[config.mk]
export PLATFORM = sky130hd
export DESIGN_NAME = traceback_unit
export DESIGN_NICKNAME = d
export VERILOG_FILES = /design/src/rtl/traceback_unit_pkg.sv /design/src/rtl/tb_dir_decode.sv /design/src/rtl/traceback_unit.sv
export SDC_FILE = /design/constraint.sdc
export NUM_CORES = 1
export LEC_CHECK = 0
export BUFFER_PORTS_ARGS = -buffer_cell sky130_fd_sc_hd__clkbuf_2
export CORE_ASPECT_RATIO = 1.75
export CORE_UTILIZATION = 57
export CTS_BUF_LIST = sky130_fd_sc_hd__clkbuf_4 sky130_fd_sc_hd__clkbuf_8
export DETAILED_ROUTE_END_ITERATION = 12
export PLACE_DENSITY_LB_ADDON = 0.12
export SETUP_SLACK_MARGIN = 0.05
export SLEW_MARGIN = 20
export SYNTH_ARGS = -nofsm -noshare
export SYNTH_HDL_FRONTEND = slang
export SYNTH_SLANG_ARGS = --single-unit
[constraint.sdc]
create_clock -name clk -period 3.7 [get_ports clk]
set_input_delay 0.185 -clock clk [delete_from_list [all_inputs] [get_ports clk]]
set_output_delay 0.185 -clock clk [all_outputs]
set_load 0.01 [all_outputs]
[src/rtl/traceback_unit_pkg.sv]
// Shared encodings for the traceback unit: FSM states, direction-code fields,
// H-source codes, op codes and the DP-matrix identifiers.
package traceback_unit_pkg;
  localparam int TB_N      = 4;
  localparam int TB_LOG_N  = 2;
  localparam int TB_ADDR_W = 8;
  localparam int TB_BLK_W  = 6;
  localparam int DIR_W     = 5;

  localparam int BIT_SHORT_EXT = 3;
  localparam int BIT_LONG_EXT  = 4;

  localparam logic [2:0] ST_IDLE   = 3'd0;
  localparam logic [2:0] ST_ADDR   = 3'd1;
  localparam logic [2:0] ST_WAIT   = 3'd2;
  localparam logic [2:0] ST_DECODE = 3'd3;
  localparam logic [2:0] ST_EMIT   = 3'd4;
  localparam logic [2:0] ST_DONE   = 3'd5;

  localparam logic [2:0] SRC_STOP  = 3'd0;
  localparam logic [2:0] SRC_DIAG  = 3'd1;
  localparam logic [2:0] SRC_E     = 3'd2;
  localparam logic [2:0] SRC_F     = 3'd3;
  localparam logic [2:0] SRC_E_HAT = 3'd4;
  localparam logic [2:0] SRC_F_HAT = 3'd5;

  localparam logic [1:0] OP_MATCH = 2'd0;
  localparam logic [1:0] OP_INS   = 2'd1;
  localparam logic [1:0] OP_DEL   = 2'd2;

  typedef enum logic [2:0] {
    MAT_H     = 3'd0,
    MAT_E     = 3'd1,
    MAT_F     = 3'd2,
    MAT_E_HAT = 3'd3,
    MAT_F_HAT = 3'd4
  } matrix_t;
endpackage

[src/rtl/tb_dir_decode.sv]
// Combinational decode of one direction code in the current matrix into the
// traceback step: stop flag, op, coordinate decrements and the next matrix.
module tb_dir_decode
  import traceback_unit_pkg::*;
(
  input  logic [DIR_W-1:0] code,
  input  matrix_t          matrix,
  output logic             stop,
  output logic [1:0]       op,
  output logic             dx,
  output logic             dy,
  output matrix_t          next_matrix
);
  matrix_t eff_matrix_s;

  // An H cell pointing into a gap matrix is re-evaluated there in the same cycle.
  always_comb begin
    eff_matrix_s = matrix;
    if (matrix == MAT_H) begin
      case (code[2:0])
        SRC_E:     eff_matrix_s = MAT_E;
        SRC_F:     eff_matrix_s = MAT_F;
        SRC_E_HAT: eff_matrix_s = MAT_E_HAT;
        SRC_F_HAT: eff_matrix_s = MAT_F_HAT;
        default:   eff_matrix_s = MAT_H;
      endcase
    end else begin
      eff_matrix_s = matrix;
    end

    stop        = 1'b0;
    op          = OP_MATCH;
    dx          = 1'b0;
    dy          = 1'b0;
    next_matrix = MAT_H;
    case (eff_matrix_s)
      MAT_H: begin
        if (code[2:0] == SRC_DIAG) begin
          dx = 1'b1;
          dy = 1'b1;
        end else begin
          stop = 1'b1;
        end
      end
      MAT_E: begin
        op          = OP_DEL;
        dx          = 1'b1;
        next_matrix = code[BIT_SHORT_EXT] ? MAT_E : MAT_H;
      end
      MAT_E_HAT: begin
        op          = OP_DEL;
        dx          = 1'b1;
        next_matrix = code[BIT_LONG_EXT] ? MAT_E_HAT : MAT_H;
      end
      MAT_F: begin
        op          = OP_INS;
        dy          = 1'b1;
        next_matrix = code[BIT_SHORT_EXT] ? MAT_F : MAT_H;
      end
      MAT_F_HAT: begin
        op          = OP_INS;
        dy          = 1'b1;
        next_matrix = code[BIT_LONG_EXT] ? MAT_F_HAT : MAT_H;
      end
      default: stop = 1'b1;
    endcase
  end
endmodule

[src/rtl/traceback_unit.sv]
// Walks the direction RAMs back from the best cell, emitting one alignment op
// per step through a valid/ready handshake.
module traceback_unit
  import traceback_unit_pkg::*;
#(
  parameter int N      = TB_N,
  parameter int LOG_N  = TB_LOG_N,
  parameter int ADDR_W = TB_ADDR_W,
  parameter int BLK_W  = TB_BLK_W
) (
  input  logic               clk,
  input  logic               reset_i,
  input  logic               start,
  input  logic [ADDR_W-1:0]  tb_x,
  input  logic [ADDR_W-1:0]  tb_y,
  input  logic [N*5-1:0]     column_k0,
  output logic [BLK_W-1:0]   mem_block_num,
  output logic [ADDR_W-1:0]  column_num,
  output logic               op_valid,
  output logic [1:0]         op,
  input  logic               op_ready,
  output logic               busy,
  output logic               done,
  output logic [ADDR_W:0]    path_len
);
  logic [2:0]        state_r, state_next_s;
  logic [ADDR_W-1:0] x_r, y_r, x_next_s, y_next_s, pend_x_r, pend_y_r;
  matrix_t           matrix_r, matrix_next_s, pend_matrix_r, dec_matrix_s;
  logic              dec_stop_s, dec_dx_s, dec_dy_s;
  logic [1:0]        dec_op_s, op_r;
  logic [LOG_N-1:0]  lane_s;
  logic [DIR_W-1:0]  code_s;
  logic              op_valid_r, busy_r, done_r;
  logic [ADDR_W:0]   path_len_r;
  logic [BLK_W-1:0]  mem_block_num_r;
  logic [ADDR_W-1:0] column_num_r;

  assign lane_s = y_r[LOG_N-1:0];
  assign code_s = column_k0[lane_s*DIR_W +: DIR_W];

  tb_dir_decode u_dec (
    .code        (code_s),
    .matrix      (matrix_r),
    .stop        (dec_stop_s),
    .op          (dec_op_s),
    .dx          (dec_dx_s),
    .dy          (dec_dy_s),
    .next_matrix (dec_matrix_s)
  );

  // Next-state and next-coordinate selection.
  always_comb begin
    state_next_s  = state_r;
    x_next_s      = x_r;
    y_next_s      = y_r;
    matrix_next_s = matrix_r;
    case (state_r)
      ST_IDLE: begin
        if (start) begin
          state_next_s  = ST_ADDR;
          x_next_s      = tb_x;
          y_next_s      = tb_y;
          matrix_next_s = MAT_H;
        end else begin
          state_next_s = ST_IDLE;
        end
      end
      ST_ADDR: state_next_s = ST_WAIT;
      ST_WAIT: state_next_s = ST_DECODE;
      ST_DECODE: begin
        // A zero coordinate also covers any gap step that would go negative.
        if ((x_r == {ADDR_W{1'b0}}) || (y_r == {ADDR_W{1'b0}}) || dec_stop_s) begin
          state_next_s = ST_DONE;
        end else begin
          state_next_s = ST_EMIT;
        end
      end
      ST_EMIT: begin
        if (op_ready) begin
          state_next_s  = ST_ADDR;
          x_next_s      = pend_x_r;
          y_next_s      = pend_y_r;
          matrix_next_s = pend_matrix_r;
        end else begin
          state_next_s = ST_EMIT;
        end
      end
      ST_DONE: state_next_s = ST_IDLE;
      default: state_next_s = ST_IDLE;
    endcase
  end

  // State, coordinates and all registered outputs.
  always_ff @(posedge clk or negedge reset_i) begin
    if (!reset_i) begin
      state_r         <= ST_IDLE;
      x_r             <= {ADDR_W{1'b0}};
      y_r             <= {ADDR_W{1'b0}};
      matrix_r        <= MAT_H;
      pend_x_r        <= {ADDR_W{1'b0}};
      pend_y_r        <= {ADDR_W{1'b0}};
      pend_matrix_r   <= MAT_H;
      op_r            <= OP_MATCH;
      op_valid_r      <= 1'b0;
      busy_r          <= 1'b0;
      done_r          <= 1'b0;
      path_len_r      <= {(ADDR_W+1){1'b0}};
      mem_block_num_r <= {BLK_W{1'b0}};
      column_num_r    <= {ADDR_W{1'b0}};
    end else begin
      state_r    <= state_next_s;
      x_r        <= x_next_s;
      y_r        <= y_next_s;
      matrix_r   <= matrix_next_s;
      op_valid_r <= (state_next_s == ST_EMIT);
      busy_r     <= (state_next_s != ST_IDLE);
      done_r     <= (state_next_s == ST_DONE);
      if ((state_r == ST_IDLE) && start) begin
        path_len_r <= {(ADDR_W+1){1'b0}};
      end else if ((state_r == ST_EMIT) && op_ready) begin
        path_len_r <= path_len_r + (ADDR_W+1)'(1);
      end
      if (state_next_s == ST_ADDR) begin
        column_num_r    <= x_next_s;
        mem_block_num_r <= BLK_W'(y_next_s >> LOG_N);
      end
      if (state_r == ST_DECODE) begin
        op_r          <= dec_op_s;
        pend_x_r      <= x_r - ADDR_W'(dec_dx_s);
        pend_y_r      <= y_r - ADDR_W'(dec_dy_s);
        pend_matrix_r <= dec_matrix_s;
      end
    end
  end

  assign op_valid      = op_valid_r;
  assign op            = op_r;
  assign busy          = busy_r;
  assign done          = done_r;
  assign path_len      = path_len_r;
  assign mem_block_num = mem_block_num_r;
  assign column_num    = column_num_r;
endmodule

## Word-level counts from Yosys, hierarchy flattened

Cells that the tools add are included.

- Register bits: 69
- Input port bits: 40
- Output and inout port bits: 28
- Word-level logic and storage cells: 82

- Add/subtract/negate cells: 3
- Multiply operators: 1
- Eq/ne operators: 18
- Shifts and indexed selects: 1
- Muxes and demuxes: 28
- Reductions and logical operators: 16

Operators by type and width:

| cell | count |
|---|---|
| two-way mux 8 bit | 4 |
| one-hot mux 8 bit (2 select lines) | 2 |
| one-hot mux 3 bit (4 select lines) | 2 |
| variable part select 20 x 6 -> 5 bit | 1 |
| == test 3 x 2 -> 1 bit (second input constant) | 6 |
| == test 3 bit (second input constant) | 6 |
| two-way mux 9 bit | 2 |
| logical NOT 8 bit | 2 |
| subtractor 8 x 1 -> 8 bit | 2 |
| two-way mux 3 bit | 5 |
| one-hot mux 3 bit (5 select lines) | 1 |
| == test 3 x 1 -> 1 bit (second input constant) | 4 |
| adder 9 x 1 -> 9 bit (second input constant) | 1 |
| logical NOT 3 bit | 3 |
| one-hot mux 1 bit (2 select lines) | 3 |
| one-hot mux 3 bit (2 select lines) | 1 |
| multiplier 2 x 3 -> 5 bit (second input constant) | 1 |
| two-way mux 1 bit | 5 |
| two-way mux 2 bit | 2 |
| inequality test 2 bit (second input constant) | 2 |
| one-hot mux 2 bit (2 select lines) | 1 |
| nonzero test 2 bit | 2 |
| OR reduction 2 bit | 2 |
| OR reduction 4 bit | 1 |
| 4 further kinds | 6 |

## Logic depth before layout (Yosys ltp)

Gate-level depths: netlist of run 1.

- Depth after elaboration: 12
- Gate-level depth with buffers: 13
- Gate-level depth less buffers: 11

## Cells and area by module

From an unflattened synthesis of run 1, not the netlist that was laid out.

- Cells, all modules: 325
- Area total of the unflattened synthesis: 3395.8 um^2

Modules (own cells, without submodules):

| module | instances | cells each | area each (um^2) | sequential area each (um^2) |
|---|---|---|---|---|
| traceback_unit | 1 | 295 | 3218.1 | 1726.7 |
| tb_dir_decode | 1 | 30 | 177.7 | 0.0 |

## Least setup slack after synthesis of run 1

Ideal clock, no wire load.

- Path kind: reg2reg
- Start point: register y_r[0]
- End point: register pend_x_r[6]
- Library setup time: 0.133 ns
- Data arrival time: 2.455 ns
- Required time: 3.567 ns
- Slack: 1.112 ns
- Cell stages (with the launch flop): 14
- Buffers on the path: 2
- Clock period less this slack: 2.588 ns
- Path through: dfrtp_1 > buf_6 > mux4_2 > clkbuf_1 > xnor2_1 > o22ai_1 > nand2b_1 > a21oi_1 > ha_1 > ha_1 > nand2b_1 > nor4_1 > xnor2_1 > o21ai_0

- Longest elaborated chain between the ends: 9
- Elaborated cells on any way between the ends: 16
- Classes of those cells: add/sub (1); mul (1); eq/ne (7); shift (1); mux (4); reduce/logical (2)

RTL lines:

| item | line | text |
|---|---|---|
| from (decl) | traceback_unit.sv:27 | `logic [ADDR_W-1:0] x_r, y_r, x_next_s, y_next_s, pend_x_r, pend_y_r;` |
| from (signal assigned) | traceback_unit.sv:98 | `y_r <= {ADDR_W{1'b0}};` |
| from (signal assigned) | traceback_unit.sv:113 | `y_r <= y_next_s;` |
| multiplier 2 x 3 -> 5 bit (*) | traceback_unit.sv:39 | `assign code_s = column_k0[lane_s*DIR_W +: DIR_W];` |
| variable part select 20 x 6 -> 5 bit (*) | traceback_unit.sv:39 |  |
| == test 3 bit / == test 3 x 2 -> 1 bit (equally long branches) | tb_dir_decode.sv:20 | `case (code[2:0])` |
| one-hot mux 3 bit (4 select lines) | tb_dir_decode.sv:20 |  |
| two-way mux 3 bit | tb_dir_decode.sv:19 | `if (matrix == MAT_H) begin` |
| == test 3 x 1 -> 1 bit / == test 3 x 2 -> 1 bit (equally long branches) | tb_dir_decode.sv:36 | `case (eff_matrix_s)` |
| OR reduction 2 bit (no line) | -- |  |
| one-hot mux 1 bit (2 select lines) (*) | tb_dir_decode.sv:36 |  |
| subtractor 8 x 1 -> 8 bit (*) | traceback_unit.sv:129 | `pend_x_r <= x_r - ADDR_W'(dec_dx_s);` |
| to (signal assigned) | traceback_unit.sv:100 | `pend_x_r <= {ADDR_W{1'b0}};` |
| to (signal assigned) | traceback_unit.sv:129 |  |
| to (decl) | traceback_unit.sv:27 |  |

Every way passes the cells marked *; elsewhere a longest branch is shown, timed or not.
A chain may end at the register's enable or synchronous reset.

## Worst setup path in the final report of run 1

Same ends and word-level chain as after synthesis.

==> results of run 1 <==
-- stage by stage --
stage                     std cells  hold WS, ns  worst slack (ns)
final                           477      -0.0370             0.701
after global routing            477       0.0584             0.390
after CTS                       477      0.00241             0.679
after floorplan                 335       -0.111              1.11
after global placement          461        0.373             0.828
after detailed placement        461        0.388             0.696
-- per-layer routing --
metal | track usage (%) | routed length [um] | vias up
li1 | - | - | 1287
met1 | 29.0 | 2830 | 1266
met2 | 44.4 | 3930 | 52
met3 | 5.85 | 227 | 17
met4 | 13.6 | 191 | 0
met5 | 0 | 0 | -
-- worst paths after layout --
kind	start	depth (start not counted)	endpoint	slack [ns]
max	y_r[0]	11	pend_x_r[6]	0.70
min in group clk	tb_y[1]	3	y_r[1]	0.07
min reg2reg	mem_block_num[1]	1	mem_block_num[1]	0.48
max reg2reg	y_r[0]	11	pend_x_r[6]	0.70
min	reset_i	1	path_len[4]	-0.04
max in group asynchronous	reset_i	2	y_r[2]	2.84
-- power by group through the flow --
stage	clock network, mW	logic (mW)	registers [mW]
after floorplan	0	0.997	1.27
after global placement	0	1.28	1.32
after detailed placement	0	1.33	1.33
after CTS	0.741	1.33	1.32
after global routing	0.765	1.48	1.37
final	0.726	1.32	1.32
-- worst register-to-register path, stage by stage, from the launching register on --
cell and delay (ns):
dfrtp_1 0.55, mux4_2 0.65, nand2b_1 0.22, o22ai_1 0.17, nand2b_1 0.07, a21oi_1 0.19
ha_1 0.22, ha_1 0.19, nand2b_1 0.09, nor4_1 0.26, xnor2_1 0.16, o21ai_0 0.09
-- registers in the layout (all words and copies together) (netlist names) --
name and count:
path_len 9, column_num 8, pend_x_r 8, pend_y_r 8, x_r 8, y_r 8, mem_block_num 6, matrix_r 3
pend_matrix_r 3, state_r 3, op 2, busy 1, done 1, op_valid 1
-- cell families (layout without fill, tap and decap cells) --
logic type	count (synthesis)	after routing	share of synthesized area, %
muxes	8	8	4.26
adders and majority gates	5	5	1.87
DFF	69	69	51.6
xor gates and xnor gates	21	21	5.50
buffers and inverters	32	98	3.81
and+or+nand+nor	116	116	16.0
AOI/OAI and AO/OA	84	84	16.9
-- cells in the final DEF (no fill, tap or decap), types with 12 or more instances in the layout --
| master | count |
|---|---|
| a21o_1 | 28 |
| xnor2_1 | 12 |
| clkbuf_8 | 13 |
| nand2_1 | 46 |
| a22oi_1 | 16 |
| o21ai_0 | 21 |
| nor2_1 | 32 |
| dfrtp_1 | 69 |
| clkbuf_2 | 66 |
-- cell type report --
cell class	count	area [um2]
Timing Repair Buffer	73	380
Clock buffer	13	179
Tap cell	76	95.1
Sequential cell	69	1730
Multi-Input combinational cell	234	1510
Fill cell	449	1640
Inverter	9	33.8
Clock inverter	3	65.1
==> impl_metrics.csv, run 1 <==
group,metric,value,unit
critical_path,worstPathRequired,3.92,ns
logic_synthesis,synthArstFlopShare,100,%
floorplan,die_area,6190,um2
floorplan,fp.dieW,59.9,um
clock_network,cts_sinks,69,
detailed_routing,postRouteWirelength,7180,um
floorplan,rows,36,
detailed_routing,drt_drc_violations_left,0,
global_routing,grt_usage,25.8,%
outcome,outcome,"finished with violations",
critical_path,cpPeakStageDelay,0.65,ns
final_layout,fin_nets,441,
timing,finClkSkew,0.00898,ns
placement,placed_area,3740,um2
clock_network,clk-insertion-delay-late,0.36,ns
logic_synthesis,syn-num-nets,380,
final_layout,fin_area,3990,um2
global_routing,grt_pass1_wl,11500,um
timing,hold_violations,42,
detailed_routing,postRouteAntennaNets,0,
logic_synthesis,yosysWarnings,0,
floorplan,core_area,5630,um2
outcome,violations,"negative hold slack",
placement,place_congestion,0.843,
critical_path,crit_family,"multiplexers",
power_and_ir_drop,p_int,2.12,mW
logic_synthesis,ys_top_cells_by_area,"dfrtp_1, a21o_1, nand2_1",
critical_path,cp.arrival,3.22,ns
final_layout,n_antenna_cell,0,
critical_path,crit_top_cell,"nand2b_1",
critical_path,end_kind,"flop",
placement,dp_hpwl,5200,um
detailed_routing,avgRoutedWirePerCell,15.0,um
critical_path,crit_chain,"mux4_2, nand2b_1, o22ai_1, nand2b_1, a21oi_1, ha_1, ha_1, nand2b_1, nor4_1, xnor2_1, o21ai_0",
power_and_ir_drop,total_power,3.37,mW
floorplan,initial_core_util,59.4,%
logic_synthesis,netlist_area,3350,um2
logic_synthesis,synthTopCellsByCount,"dfrtp_1, nand2_1, nor2_1, a21o_1, clkbuf_1",
timing,slew_headroom,37.9,%
logic_synthesis,yosysTopAreaCellShare,51.6,%
timing,fin_crit_sh,81.0,%
timing,rsz0062_at_grt,"false",
clock_network,ctsHoldBuffers,0,
timing,fin_crit,3.00,ns
clock_network,cts_buffers,9,
critical_path,crit_slowest_cell,"mux4_2",
detailed_routing,avgViaCountPerCell,5.50,
power_and_ir_drop,leakage,2.06,nW
clock_network,cts-root-buf,"clkbuf_8",
logic_synthesis,synth-edff-count,0,
clock_network,cts_setup_buffers,0,
logic_synthesis,yosysSeqAreaShare,51.6,%
worst_hold_path,hold_path.class,"in -> async",
detailed_routing,drtIter0Drc,135,
final_layout,drive_above_1_share,24.4,%
logic_synthesis,ys_seq_elements,69,
timing,hold_ws,-0.0370,ns
timing,fmax,333,MHz
clock_network,htree_num_levels,3,
critical_path,startpoint_type,"flop",
placement,port_buffers,67,
logic_synthesis,yosysTopAreaCell,"dfrtp_1",
floorplan,ios,68,
clock_network,clkSlewWorstSetupHoldPaths,0.07,ns
critical_path,cp_max_fo,8,
power_and_ir_drop,powerDensity,844,nW/um2
critical_path,critPathBufInv,0,
logic_synthesis,syn_inst,335,
power_and_ir_drop,p_clk_share,21.6,%
global_routing,gr-total-overflow,0,
timing,tns,0,ns
logic_synthesis,synth_cell_types,39,
final_layout,synthToLayoutAreaGrowth,19.2,%
job,drv_cap,0,
final_layout,final_util,70.8,%
floorplan,die_h,103,um
critical_path,critPathKind,"reg -> reg",
power_and_ir_drop,switchingPower,1.25,mW
clock_network,cts_tree,"built",
timing,setup_violations,0,
power_and_ir_drop,combinationalPowerShare,39.2,%
logic_synthesis,syn_avg_cell_area,9.99,um2
power_and_ir_drop,p_seq_share,39.3,%
detailed_routing,dr.pass1.iters,4,
timing,worst_pin_slew,0.931,ns
timing,drv_slew,0,
clock_network,clock_path_buffers,2,
power_and_ir_drop,vdd_drop_max,0.573,mV
logic_synthesis,synth-main-ff-cell,"dfrtp_1",
power_and_ir_drop,switching_share,37.1,%
global_routing,grt_max_degree,44,
global_routing,grt_pass1_vias,2521,
logic_synthesis,synth.most_common_cell,"dfrtp_1",
global_routing,antenna_found_initial,0,
detailed_routing,vias,2622,
clock_network,cts_resized,0,
Note: power is estimated with default switching activity, not from simulation.
==> inputs of run 2 (changes only) <==
Clock period 3.7 ns to 2.8 ns, I/O delays scaled along.
==> run 2 against run 1 <==
Effect of this change:
- the flow now finishes without violations
- clock-buffer cell count down 3
- global-route usage down 0.63 points
- sequential power up 31%
- flip-flop and latch count unchanged
- wire length up 0.25%
- register-to-register slack worse by 0.52 ns
- critical path depth unchanged
- die area unchanged
- maximum frequency up 14%
- core utilization up 1.4 points
- hold slack better by 0.063 ns
- first-iteration DRC count down 5.9%
==> impl_metrics.csv, run 2 (synthesized netlist as in run 1, its figures left out) <==
group,metric,value,unit
clock_network,cts_setup_buffers,0,
power_and_ir_drop,leakage,2.10,nW
critical_path,worstPathRequired,3.03,ns
timing,worst_pin_slew,0.823,ns
final_layout,layout_commonest_cell,"dfrtp_1",
clock_network,clk-insertion-delay-late,0.34,ns
timing,hold_violations,0,
floorplan,ios,68,
detailed_routing,postRouteWirelength,7200,um
clock_network,cts_tree,"built",
critical_path,critPathKind,"reg -> reg",
detailed_routing,dr.pass1.iters,4,
detailed_routing,avgViaCountPerCell,5.54,
floorplan,die_h,103,um
power_and_ir_drop,powerDensity,1120,nW/um2
timing,rsz0062_at_grt,"false",
final_layout,num-fill-cells,438,
clock_network,clkSlewWorstSetupHoldPaths,0.08,ns
critical_path,cp_max_fo,4,
final_layout,largest_reg_flops,9,
critical_path,cp.arrival,2.85,ns
floorplan,core_area,5630,um2
detailed_routing,drt_drc_violations_left,0,
timing,setup_violations,0,
timing,hold_ws,0.0258,ns
final_layout,synthToLayoutAreaGrowth,21.6,%
global_routing,grt_pass1_vias,2575,
placement,port_buffers,67,
clock_network,cts-root-buf,"clkbuf_8",
job,drv_cap,0,
timing,fin_crit_sh,93.6,%
floorplan,rows,36,
global_routing,grt_usage,25.1,%
placement,dp_hpwl,5290,um
final_layout,drive_above_1_share,26.9,%
final_layout,final_util,72.3,%
timing,fin_crit,2.62,ns
placement,place_congestion,0.845,
global_routing,grt_pass1_wl,11400,um
global_routing,antenna_found_initial,0,
global_routing,grt_max_degree,38,
floorplan,fp.dieW,59.9,um
timing,tns,0,ns
detailed_routing,postRouteAntennaNets,0,
power_and_ir_drop,vdd_drop_max,0.762,mV
worst_hold_path,hold_path.class,"in -> reg",
timing,finClkSkew,0.00853,ns
timing,slew_headroom,45.2,%
detailed_routing,drtIter0Drc,127,
clock_network,clock_path_buffers,2,
outcome,outcome,"completed",
clock_network,cts_buffers,9,
clock_network,cts_sinks,69,
floorplan,die_area,6190,um2
global_routing,gr-total-overflow,0,
final_layout,n_antenna_cell,0,
detailed_routing,vias,2687,
timing,drv_slew,0,
critical_path,end_kind,"flop",
detailed_routing,avgRoutedWirePerCell,14.8,um
final_layout,fin_nets,449,
timing,fmax,381,MHz
critical_path,startpoint_type,"flop",
floorplan,initial_core_util,59.4,%
final_layout,layout_common_cells,"dfrtp_1, clkbuf_2, nand2_1, nor2_1, a21o_1",
clock_network,htree_num_levels,3,
run 2: cell types whose count changed in the layout (fill, tap and decap cells not counted), sizes merged:
cell	change
clkinvlp	+1
buf	+7
dlygate4sd3	+1
bufinv	+1
clkbuf	-3
clkinv	+1
run 2: routing by layer:
layer,GRT usage [%],up-vias,wire [um]
li1,-,1305,-
met4,11.1,0,142
met5,0,-,0
met1,30.4,1326,2940
met3,4.98,10,146
met2,42.7,46,3970
run 2: power by group:
group	leakage, nW	internal, mW	total [mW]	switching, mW
clock network	0.120	0.602	0.979	0.377
registers	0.884	1.39	1.73	0.342
logic	1.09	0.874	1.83	0.959
run 2: repair_timing:
item                       in CTS  in global routing
gates resized for setup         2                  3
hold buffers                    1                  0
setup endpoints to repair       3                  4
hold endpoints to repair       35                  0
pin swaps                       0                  0
run 2: final timing paths:
path	startpoint	end	slack [ns]	depth (start not counted)
max	y_r[0]	pend_x_r[6]	0.18	11
min	tb_y[1]	y_r[1]	0.03	3
max reg2reg	y_r[0]	pend_x_r[6]	0.18	11
min reg2reg	mem_block_num[1]	mem_block_num[1]	0.48	1
max in group asynchronous	reset_i	path_len[5]	1.58	3
min in group asynchronous	reset_i	path_len[6]	0.43	2
run 2: area by class of cell:
class                           instances  area [um2]  share of cell area [%]
Tap cell                               76        95.1                    2.34
Clock inverter                          6         111                    2.74
Inverter                                9        33.8                   0.830
Sequential cell                        69        1730                    42.5
Timing Repair Buffer                   81         443                    10.9
Multi-Input combinational cell        234        1530                    37.5
Clock buffer                           10         131                    3.23
run 2: critical path, stage by stage (launching register included):
cell and delay [ns]:
dfrtp_2 0.41, mux4_2 0.55, nand2b_1 0.20, o22ai_1 0.17
nand2b_1 0.10, a21oi_2 0.17, ha_2 0.21, ha_1 0.19
nand2b_1 0.10, nor4_2 0.19, xnor2_1 0.14, o21ai_0 0.08
run 2: stage by stage:
stage / cell area [um2] / power [mW] / instances / worst slack [ns]
global placement: 3800 / 3.51 / 468 / 0.133
finish: 4070 / 4.54 / 485 / 0.178
detailed placement: 3800 / 3.57 / 468 / 0.0242
global route: 4070 / 4.86 / 485 / 0.0586
floorplan: 3350 / 3.00 / 335 / 0.212
CTS: 4060 / 4.56 / 485 / 0.0943
==> inputs of run 3 (changes only) <==
Settings changed: CORE_UTILIZATION 57 to 45.
==> run 3 against run 2 <==
Effect of this change:
- hold slack gained 0.0075 ns
- setup slack improved by 0.051 ns
- core utilization is 16 points lower
- wire length up 3.5%
- via count decreased by 1.7%
- non-clock buffer count is 2 higher
- global-route usage fell by 4.4 points
- first-iteration DRC count rose by 13%
- flip-flop and latch count unchanged
- clock power is 27% lower
- critical endpoint unchanged
- largest power group unchanged
- highest routed layer unchanged
==> impl_metrics.csv, run 3 (synthesized netlist as in run 1, its figures left out) <==
group,metric,value,unit
clock_network,clkSlewWorstSetupHoldPaths,0.07,ns
power_and_ir_drop,leakage,2.09,nW
placement,dp_hpwl,5420,um
final_layout,final_cells,496,
detailed_routing,avgViaCountPerCell,5.33,
outcome,outcome,"completed",
global_routing,grt_usage,20.7,%
clock_network,cts-root-buf,"clkbuf_8",
worst_hold_path,worstHoldPathCells,3,
timing,rsz0062_at_grt,"false",
timing,hold_violations,0,
timing,fin_crit_sh,91.8,%
job,drv_cap,0,
global_routing,grt_max_degree,28,
floorplan,die_area,7800,um2
worst_hold_path,hp-start,"tb_y[1]",
clock_network,cts_tree,"built",
final_layout,n_antenna_cell,0,
clock_network,clock_path_buffers,2,
floorplan,ios,68,
global_routing,antenna_found_initial,0,
critical_path,cpPeakStageDelay,0.56,ns
critical_path,crit_slowest_cell,"mux4_2",
critical_path,reg2reg_from,"y_r[0]",
detailed_routing,vias,2642,
global_routing,grt_pass1_vias,2409,
timing,worst_pin_slew,0.578,ns
clock_network,cts_buffers,9,
final_layout,drive_above_1_share,28.0,%
detailed_routing,drt_drc_violations_left,0,
critical_path,reg2reg_depth,11,
critical_path,crit_chain,"mux4_2, nand2b_4, o22ai_2, nand2b_1, a21oi_2, ha_2, ha_2, nand2b_4, nor4_4, xnor2_1, o21ai_0",
timing,hold_ws,0.0333,ns
final_layout,fin_area,4060,um2
final_layout,synthToLayoutAreaGrowth,21.4,%
timing,setup_violations,0,
floorplan,rows,41,
critical_path,startpoint_type,"flop",
worst_hold_path,hold_path.class,"in -> reg",
timing,fin_crit,2.57,ns
timing,fmax,389,MHz
power_and_ir_drop,powerDensity,1080,nW/um2
critical_path,cp_max_fo,4,
critical_path,worstPathRequired,3.02,ns
detailed_routing,postRouteWirelength,7440,um
clock_network,cts_sinks,69,
placement,place_inst,478,
floorplan,initial_core_util,46.6,%
critical_path,startpoint,"y_r[0]",
critical_path,end_kind,"flop",
final_layout,layout_commonest_cell,"dfrtp_1",
placement,place_congestion,0.805,
global_routing,grt_pass1_wl,11800,um
detailed_routing,drtIter0Drc,144,
critical_path,critPathKind,"reg -> reg",
floorplan,fp.dieW,67.2,um
timing,finClkSkew,0.00683,ns
final_layout,final_util,56.5,%
floorplan,core_area,7180,um2
detailed_routing,dr.pass1.iters,4,
clock_network,htree_num_levels,3,
placement,port_buffers,67,
clock_network,clk-insertion-delay-late,0.34,ns
final_layout,multi_input_area,1560,um2
critical_path,cp.arrival,2.79,ns
final_layout,fin_nets,451,
placement,placed_area,3810,um2
timing,tns,0,ns
detailed_routing,avgRoutedWirePerCell,15.0,um
timing,drv_slew,0,
global_routing,gr-total-overflow,0,
final_layout,largest_reg_flops,9,
final_layout,num-fill-cells,701,
power_and_ir_drop,vdd_drop_max,0.533,mV
floorplan,die_h,116,um
final_layout,regArea,1730,um2
critical_path,r2r_slack,0.23,ns
detailed_routing,postRouteAntennaNets,0,
timing,slew_headroom,61.5,%
final_layout,layout_common_cells,"dfrtp_1, clkbuf_2, nand2_1, nor2_1, a21o_1",
==> run 3: changes by cell type in the layout (fill, tap and decap cells not counted), sizes merged <==
cell | before | now
clkinvlp | 1 | 0
bufinv | 3 | 0
clkbuf | 76 | 79
buf | 14 | 16
==> run 3: layer usage <==
metal | vias to the layer above | track usage (%) | wire, um
met5 | - | 0 | 0
met4 | 0 | 8.94 | 106
met3 | 9 | 5.02 | 298
met2 | 57 | 34.1 | 3970
met1 | 1264 | 25.3 | 3070
li1 | 1312 | - | -
==> run 3: worst paths after layout <==
| path | end |
|---|---|
| setup / recovery | pend_x_r[6] |
| hold / removal | y_r[1] |
| setup reg to reg | pend_x_r[6] |
| hold reg to reg | column_num[1] |
| max in group asynchronous | y_r[0] |
| min in group asynchronous | path_len[7] |
==> run 3: area by class of cell <==
| class | instances | share of cell area [%] |
|---|---|---|
| Sequential cell | 69 | 42.6 |
| Clock buffer | 13 | 3.94 |
| Clock inverter | 2 | 0.247 |
| Tap cell | 86 | 2.65 |
| Multi-Input combinational cell | 234 | 38.4 |
| Inverter | 9 | 0.832 |
| Timing Repair Buffer | 83 | 11.4 |
==> run 3: critical path, delay by kind of cell, from the launching register on <==
family / cells / cell delay, ns
muxes: 1 / 0.56
and+or+nand+nor: 4 / 0.55
adders and majority gates: 2 / 0.41
DFF: 1 / 0.41
AOI/OAI and AO/OA: 3 / 0.37
xor gates and xnor gates: 1 / 0.14
==> run 3: timing repair <==
| action | CTS | global route |
|---|---|---|
| hold endpoints to repair | 24 | 0 |
| pin swaps | 0 | 4 |
| endpoints found under the setup margin | 3 | 4 |
| hold buffers | 1 | 0 |
| resized for setup | 2 | 9 |
| setup buffers | 1 | 1 |
==> run 3: power breakdown <==
group / switching [mW] / internal [mW] / leakage, nW
Combinational: 0.981 / 0.924 / 1.12
Clock: 0.350 / 0.368 / 0.0935
Sequential: 0.358 / 1.39 / 0.884
Total: 1.69 / 2.68 / 2.09
==> run 3: per-stage QoR <==
stage | setup WS [ns] | power (mW)
after floorplan | 0.212 | 3.00
after global placement | 0.0942 | 3.54
after detailed placement | 0.0271 | 3.59
after CTS | 0.0924 | 4.34
after global routing | 0.0772 | 4.73
final | 0.230 | 4.37
